**config.mk**
```make
export PLATFORM = sky130hd
export DESIGN_NAME = prt_dprx_scrm
export DESIGN_NICKNAME = d
export VERILOG_FILES = /design/src/rtl/prt_dprx_scrm.sv
export SDC_FILE = /design/constraint.sdc
export NUM_CORES = 1
export LEC_CHECK = 0
export ABC_CLOCK_PERIOD_IN_PS = 2340
export CAP_MARGIN = 20
export CORE_MARGIN = 4
export CORE_UTILIZATION = 32
export CTS_BUF_LIST = sky130_fd_sc_hd__clkbuf_2 sky130_fd_sc_hd__clkbuf_4 sky130_fd_sc_hd__clkbuf_8
export DETAILED_ROUTE_END_ITERATION = 8
export GPL_ROUTABILITY_DRIVEN = 0
export GPL_TIMING_DRIVEN = 1
export PLACE_DENSITY = 0.55
export SLEW_MARGIN = 20
export SYNTH_ARGS = -nofsm -noshare
export SYNTH_HDL_FRONTEND = slang
export SYNTH_SLANG_ARGS = --single-unit
```
**constraint.sdc**
```tcl
create_clock -name CLK_IN -period 2.34 [get_ports CLK_IN]
set_clock_uncertainty 0.15 [all_clocks]
set_input_delay 0.585 -clock CLK_IN [delete_from_list [all_inputs] [get_ports CLK_IN]]
set_output_delay 0.585 -clock CLK_IN [all_outputs]
set_load 0.005 [all_outputs]
```
**src/rtl/prt_dprx_scrm.sv**
```systemverilog
// DisplayPort RX per-lane descrambler: one x^16+x^5+x^4+x^3+1 LFSR per lane,
// reseeded on SR symbols, P_SPL symbols per lane chained per clock.
module prt_dprx_scrm #(
  parameter int unsigned P_LANES = 4,
  parameter int unsigned P_SPL   = 2
) (
  input  logic                           CLK_IN,
  input  logic                           RST_IN,
  input  logic                           CTL_LNK_EN_IN,
  input  logic                           CTL_LANES_IN,
  input  logic                           CTL_SCRM_EN_IN,
  input  logic [P_LANES*P_SPL*9-1:0]     LNK_DAT_IN,
  input  logic                           LNK_VLD_IN,
  output logic [P_LANES*P_SPL*9-1:0]     LNK_DAT_OUT,
  output logic                           LNK_VLD_OUT,
  output logic [P_LANES-1:0]             STA_SYNC_OUT
);

  localparam int unsigned LP_SYM_W  = 9;
  localparam int unsigned LP_LANE_W = P_SPL * LP_SYM_W;
  localparam int unsigned LP_DAT_W  = P_LANES * LP_LANE_W;
  localparam logic [15:0] LP_SEED   = 16'hFFFF;
  localparam logic [8:0]  LP_SR     = 9'h11C;

  logic [P_LANES-1:0][15:0] r_lfsr;
  logic [P_LANES-1:0]       r_sync;
  logic [LP_DAT_W-1:0]      r_dat;
  logic                     r_vld;
  logic                     r_lanes;

  logic [P_LANES-1:0][15:0] w_lfsr_nxt;
  logic [P_LANES-1:0]       w_sync_nxt;
  logic [LP_DAT_W-1:0]      w_dat_nxt;
  logic                     w_vld_nxt;
  logic                     w_lanes_chg;
  logic [15:0]              w_lf;
  logic [8:0]               w_sym;
  logic [23:0]              w_step;

  // Eight LFSR steps; returns {key byte (first bit in bit 0), next state}.
  function automatic logic [23:0] f_step8(input logic [15:0] i_lfsr);
    logic [15:0] v_lf;
    logic [7:0]  v_key;
    v_lf  = i_lfsr;
    v_key = 8'h00;
    for (int b = 0; b < 8; b++) begin
      v_key[b] = v_lf[15];
      v_lf     = {v_lf[14:0], 1'b0} ^ (v_lf[15] ? 16'h0039 : 16'h0000);
    end
    return {v_key, v_lf};
  endfunction

  always_comb begin
    w_lfsr_nxt  = r_lfsr;
    w_sync_nxt  = r_sync;
    w_dat_nxt   = r_dat;
    w_vld_nxt   = 1'b0;
    w_lf        = LP_SEED;
    w_sym       = 9'h000;
    w_step      = 24'h000000;
    w_lanes_chg = (CTL_LANES_IN != r_lanes);
    if (!CTL_LNK_EN_IN) begin
      w_lfsr_nxt = {P_LANES{LP_SEED}};
      w_sync_nxt = '0;
      w_dat_nxt  = '0;
    end else begin
      w_vld_nxt = LNK_VLD_IN;
      for (int l = 0; l < int'(P_LANES); l++) begin
        if (l >= 2 && !CTL_LANES_IN) begin
          w_lfsr_nxt[l] = LP_SEED;
          w_sync_nxt[l] = 1'b0;
          if (LNK_VLD_IN) w_dat_nxt[l*LP_LANE_W +: LP_LANE_W] = '0;
        end else if (LNK_VLD_IN) begin
          w_lf = r_lfsr[l];
          // Sublanes chain: each symbol sees the state left by the previous one.
          for (int s = 0; s < int'(P_SPL); s++) begin
            w_sym  = LNK_DAT_IN[(l*P_SPL + s)*LP_SYM_W +: LP_SYM_W];
            w_step = f_step8(w_lf);
            if (w_sym == LP_SR) begin
              w_lf          = LP_SEED;
              w_sync_nxt[l] = 1'b1;
            end else begin
              w_lf = w_step[15:0];
              if (!w_sym[8] && CTL_SCRM_EN_IN) w_sym[7:0] = w_sym[7:0] ^ w_step[23:16];
            end
            w_dat_nxt[(l*P_SPL + s)*LP_SYM_W +: LP_SYM_W] = w_sym;
          end
          w_lfsr_nxt[l] = w_lf;
        end
      end
      // A lane-count change overrides any SR/data update in the same cycle.
      if (w_lanes_chg) begin
        w_lfsr_nxt = {P_LANES{LP_SEED}};
        w_sync_nxt = '0;
      end
    end
  end

  always_ff @(posedge CLK_IN) begin
    if (RST_IN) begin
      r_lfsr  <= {P_LANES{LP_SEED}};
      r_sync  <= '0;
      r_dat   <= '0;
      r_vld   <= 1'b0;
      r_lanes <= CTL_LANES_IN;
    end else begin
      r_lfsr  <= w_lfsr_nxt;
      r_sync  <= w_sync_nxt;
      r_dat   <= w_dat_nxt;
      r_vld   <= w_vld_nxt;
      r_lanes <= CTL_LANES_IN;
    end
  end

  assign LNK_DAT_OUT  = r_dat;
  assign LNK_VLD_OUT  = r_vld;
  assign STA_SYNC_OUT = r_sync;

endmodule

```
Yosys cells after proc, flatten, opt, wreduce, memory -nomap -nowiden
Cells that the tools add are included.
{"block": "op_classes", "n_eq_ne": 9, "muxes": 111, "n_bitwise": 74, "reduce_logical": 27}
{"cell": "$xor A16 B6 Y16", "count": 64}
{"cell": "$mux W6", "count": 64}
{"cell": "$mux W16", "count": 18}
{"cell": "$mux W8", "count": 16}
{"cell": "$mux W18", "count": 5}
{"cell": "$eq A9 B9 Y1 const B", "count": 8}
{"cell": "$xor A8 B8 Y8", "count": 8}
{"cell": "$logic_and A1 B1 Y1", "count": 8}
{"cell": "$logic_not A1 Y1", "count": 8}
{"cell": "$mux W1", "count": 8}
{"cell": "$reduce_and A2 Y1", "count": 4}
{"cell": "$reduce_bool A2 Y1", "count": 4}
{"cell": "$reduce_or A4 Y1", "count": 1}
{"cell": "$reduce_or A3 Y1", "count": 1}
{"cell": "$not A1 Y1", "count": 2}
{"cell": "$reduce_or A2 Y1", "count": 1}
{"cell": "$ne A1 B1 Y1", "count": 1}
{"block": "word_totals", "register_bits": 142, "inputBits": 78, "elab_cells": 233}

Logic depth before layout (Yosys ltp)
{"block": "logic_depth", "ltp_word": 39, "ltp_mapped": 7, "depth_no_buf": 5}

Least setup slack after synthesis
OpenSTA, ideal clock, no wires.
{"block": "synth_path", "kind": "input to register", "from": "input port LNK_DAT_IN[23]", "to": "register r_lfsr[24] (netlist bit)", "setup_ns": 0.122, "arrival_time_ns": 1.753, "setup_slack_ns": 0.315, "cell_stages": 5, "path_buffers": 1, "path_cell_list": "nor4b_1 -> nand4_1 -> clkbuf_1 -> a21bo_1 -> a221o_1"}
{"block": "synth_via", "elab_chain_cells": 14}
{"item": "from (decl)", "line_no": "12", "text": "input logic [P_LANES*P_SPL*9-1:0] LNK_DAT_IN,"}
{"item": "$eq A9 B9 Y1 *", "line_no": "79", "text": "if (w_sym == LP_SR) begin"}
{"item": "$mux W16 *", "line_no": "79"}
{"item": "$mux W16 *", "line_no": "73", "text": "end else if (LNK_VLD_IN) begin"}
{"item": "$mux W16 *", "line_no": "62", "text": "if (!CTL_LNK_EN_IN) begin"}
{"item": "$xor A16 B6 Y16 * (2 in a row)", "line_no": "48", "text": "v_lf = {v_lf[14:0], 1'b0} ^ (v_lf[15] ? 16'h0039 : 16'h0000);"}
{"item": "$mux W6 / $xor A16 B6 Y16 (equally long branches)", "line_no": "48"}
{"item": "$xor A16 B6 Y16 * (6 in a row)", "line_no": "48"}
{"item": "$mux W16 *", "line_no": "79"}
{"item": "to (signal assigned)", "line_no": "101", "text": "r_lfsr <= {P_LANES{LP_SEED}};"}
{"item": "to (signal assigned)", "line_no": "107", "text": "r_lfsr <= w_lfsr_nxt;"}
{"item": "to (decl)", "line_no": "25", "text": "logic [P_LANES-1:0][15:0] r_lfsr;"}
Mark *: on every way between the ends. The rest lies on a longest branch, timed or not. The select of a mux whose other input is x is not followed.
A chain may end at the register's enable or synchronous reset.

Worst setup path in the final report
{"block": "layout_path", "from": "input port LNK_DAT_IN[23]", "to": "register r_lfsr[21] (netlist bit)"}
Same word-level chain as after synthesis.

==> summary.txt <==
Primary FF master, synth: dfxtp_1
DR WL/cell: 14.9 um
num rows: 56
final wirelength: 21.9 mm
DRT iter0 DRCs: 322
Vias: 6739
largest cells by area after synthesis: dfxtp_1 37%, xnor2_1 15%, xor2_1 8.5%, nand2_1 5.9%, a21oi_1 5.3%
final net count: 1219
net switching power: 0.00161 W
Distinct cells, synth: 50
CP Class: in -> reg
Min-Delay Path Class: reg -> reg
register bit count reported by yosys: 142
multiplexer share of the synthesized area: 0.00514
arrival time worst endpoint: 2.33 ns
number of synthesized flops with an enable pin: 0
post-layout instance area: 10700 um2
number of buffers added on ports: 154
Synth Cell Area: 7790 um2
Clock Tree Root: clkbuf_8
internal power: 0.00414 W
io pins: 155
Max-slew headroom: 0.585
first-pass GRT wire length: 35.9 mm
synthesis-to-layout area growth: 37.4%
Cells after Synth: 930
Static Leak: 4.08 nW
DRC viols: 0
RSZ-0062 raised after global routing: false
Slew Viols, Final: 0
worst endpoint required time: 2.52 ns
Final HPWL DP: 16.6 mm
Syn Area/Cell: 8.37 um2
Worst Slack Setup Final: 0.191 ns
Die Area: 26900 um2
FFs w/ async S/R, synth: 0
fmax: 465 MHz
syn nets: 1008
n_diodes: 0
Avg Vias per Cell: 4.58
Post-CTS Setup Bufs: 0
initial antenna violation count: 2
Placement Cell Area: 10300 um2
maxcap violations: 0
Worst setup EP type: flip-flop
FILL cells: 2415
top-area cell type share of the netlist area: 0.365
Flop pwr share: 0.445
vias in the first global route: 6798
CTS Buf Count: 17
XOR/XNOR Fraction of Synth Area: 0.269
Fin. Hold Viols: 0
CTS tree: done
area of the core: 23700 um2
Total GRT Usage: 0.168
Clock Power Share: 0.358
share of cells above drive strength 1: 0.136
complex-gate fraction of the synthesized area: 0.157
outcome: completed
power per cell area: 538 nW/um2
Routed Antenna Nets: 0
startpoint types: primary input
worst slew pin tran: 0.622 ns
post-synthesis simple-gate area fraction: 0.157
H-tree depth: 4
post-route clock period utilization: 0.918
Hold-fix buffers, CTS: 0
Setup WS pre-CTS: -0.299 ns
Final Power: 0.00575 W
clock slew seen by the registers of the worst setup and hold paths: 0.08 ns
Final min period: 2.15 ns
utilization after layout: 0.452
most common cell after layout, fill and taps aside: clkdlybuf4s50_1
die width: 164 um
FF+latch area: 2840 um2
worst-path maximum fanout: 9
post-synthesis adder-cell area fraction: 0
largest net degree at the start of global routing: 52
post_cts resized: 0
area of the multi-input gates: 4590 um2
largest family of logic cells by synthesized area: XOR/XNOR gates
Finish-stage setup viols: 0
Yosys warnings: 0
Starting Density: 0.329
Max clock buf depth: 2
register area share after synthesis: 0.365
Sw Share: 0.281
aggregate global routing overflow: 0
most frequent cells in the layout: 153 x clkdlybuf4s50_1, 142 x dfxtp_1, 137 x xnor2_1
Comb power frac: 0.197
number of detailed-route iterations in the first pass: 4
Die Height: 164 um
Clock Sinks: 142
peak supply drop: 0.303 mV
Skew-Pair Late Insertion Delay: 0.46 ns
Synth area leader: dfxtp_1
## critical path, stage by stage
cell and delay [ns]:
clkdlybuf4s50_1 0.42, nor4b_1 0.38, buf_4 0.18, nand4_1 0.08
buf_4 0.18, a21bo_1 0.17, a221o_1 0.33
## routing by layer
layer / part of all wire / GRT usage / vias up / wire length (um)
met5: 0.0010 / 0 / - / 22
met4: 0.0086 / 0.0438 / 4 / 189
li1: - / - / 3494 / -
met1: 0.48 / 0.226 / 3073 / 10500
met2: 0.45 / 0.269 / 150 / 9900
met3: 0.059 / 0.0439 / 18 / 1290
## synthesized netlist by cell type (3+ instances only)
| library cell | n |
|---|---|
| dfxtp_1 | 142 |
| xnor2_1 | 137 |
| nand2_1 | 123 |
| a21oi_1 | 83 |
| xor2_1 | 76 |
| o21ai_0 | 71 |
| nor2_1 | 61 |
| clkbuf_1 | 49 |
| nor2b_1 | 27 |
| buf_2 | 17 |
| a211oi_1 | 16 |
| a2bb2oi_1 | 13 |
| inv_1 | 12 |
| nand2b_1 | 8 |
| nand3_1 | 8 |
| nand4_1 | 7 |
| o21ai_1 | 7 |
| nor3b_1 | 5 |
| nor4b_1 | 5 |
| and3_1 | 4 |
| mux2i_1 | 4 |
| o21a_1 | 4 |
| xor2_2 | 4 |
| and4_1 | 3 |
| nor3_1 | 3 |
| nor4bb_1 | 3 |
| o22ai_1 | 3 |
| xnor2_4 | 3 |
## power by group through the flow
stage | registers [W] | logic, W | clock network (W)
finish | 0.00256 | 0.00114 | 0.00206
global route | 0.00257 | 0.00126 | 0.00223
CTS | 0.00256 | 0.00115 | 0.00212
detailed placement | 0.00262 | 0.00114 | 0
global placement | 0.00261 | 0.00114 | 0
floorplan | 0.00259 | 0.000674 | 0
## kinds of logic (layout without fill, tap and decap cells)
| kind of cell | after synthesis | count (layout) |
|---|---|---|
| AOI/OAI and AO/OA | 212 | 212 |
| xor gates and xnor gates | 224 | 224 |
| and+or+nand+nor | 263 | 263 |
| DFF | 142 | 142 |
| buffers and inverters | 85 | 309 |
| muxes | 4 | 4 |
## stage by stage
step | hold WS (ns) | std cells | setup TNS [ns]
2_1_floorplan | 0.292 | 930 | 0
3_3_place_gp | 0.284 | 1441 | -10.23
3_5_place_dp | 0.291 | 1441 | -11.18
4_1_cts | 0.303 | 1473 | 0
5_1_grt | 0.320 | 1473 | 0
6_report | 0.299 | 1473 | 0
## state kept, by name, summed over array words and instances, names as in the netlist
| register | cells |
|---|---|
| LNK_DAT_OUT | 72 |
| LNK_VLD_OUT | 1 |
| STA_SYNC_OUT | 4 |
| r_lanes | 1 |
| r_lfsr | 64 |
## cell type report
class,count,area share
clock buffer,20,0.0251
clock inverter,12,0.0125
inverter,12,0.00421
multi-input combinational,703,0.429
sequential,142,0.266
tap,319,0.0373
timing repair buffer,265,0.226
## final timing paths
kind / end / cells after the start / from / slack (ns)
min: LNK_DAT_OUT[63] / 2 / LNK_DAT_OUT[63] / 0.30
max: r_lfsr[21] / 7 / LNK_DAT_IN[23] / 0.19
max reg2reg: r_lfsr[22] / 5 / r_lfsr[30] / 0.31
min reg2reg: LNK_DAT_OUT[63] / 2 / LNK_DAT_OUT[63] / 0.30
Power figures use the tool's default switching activity.
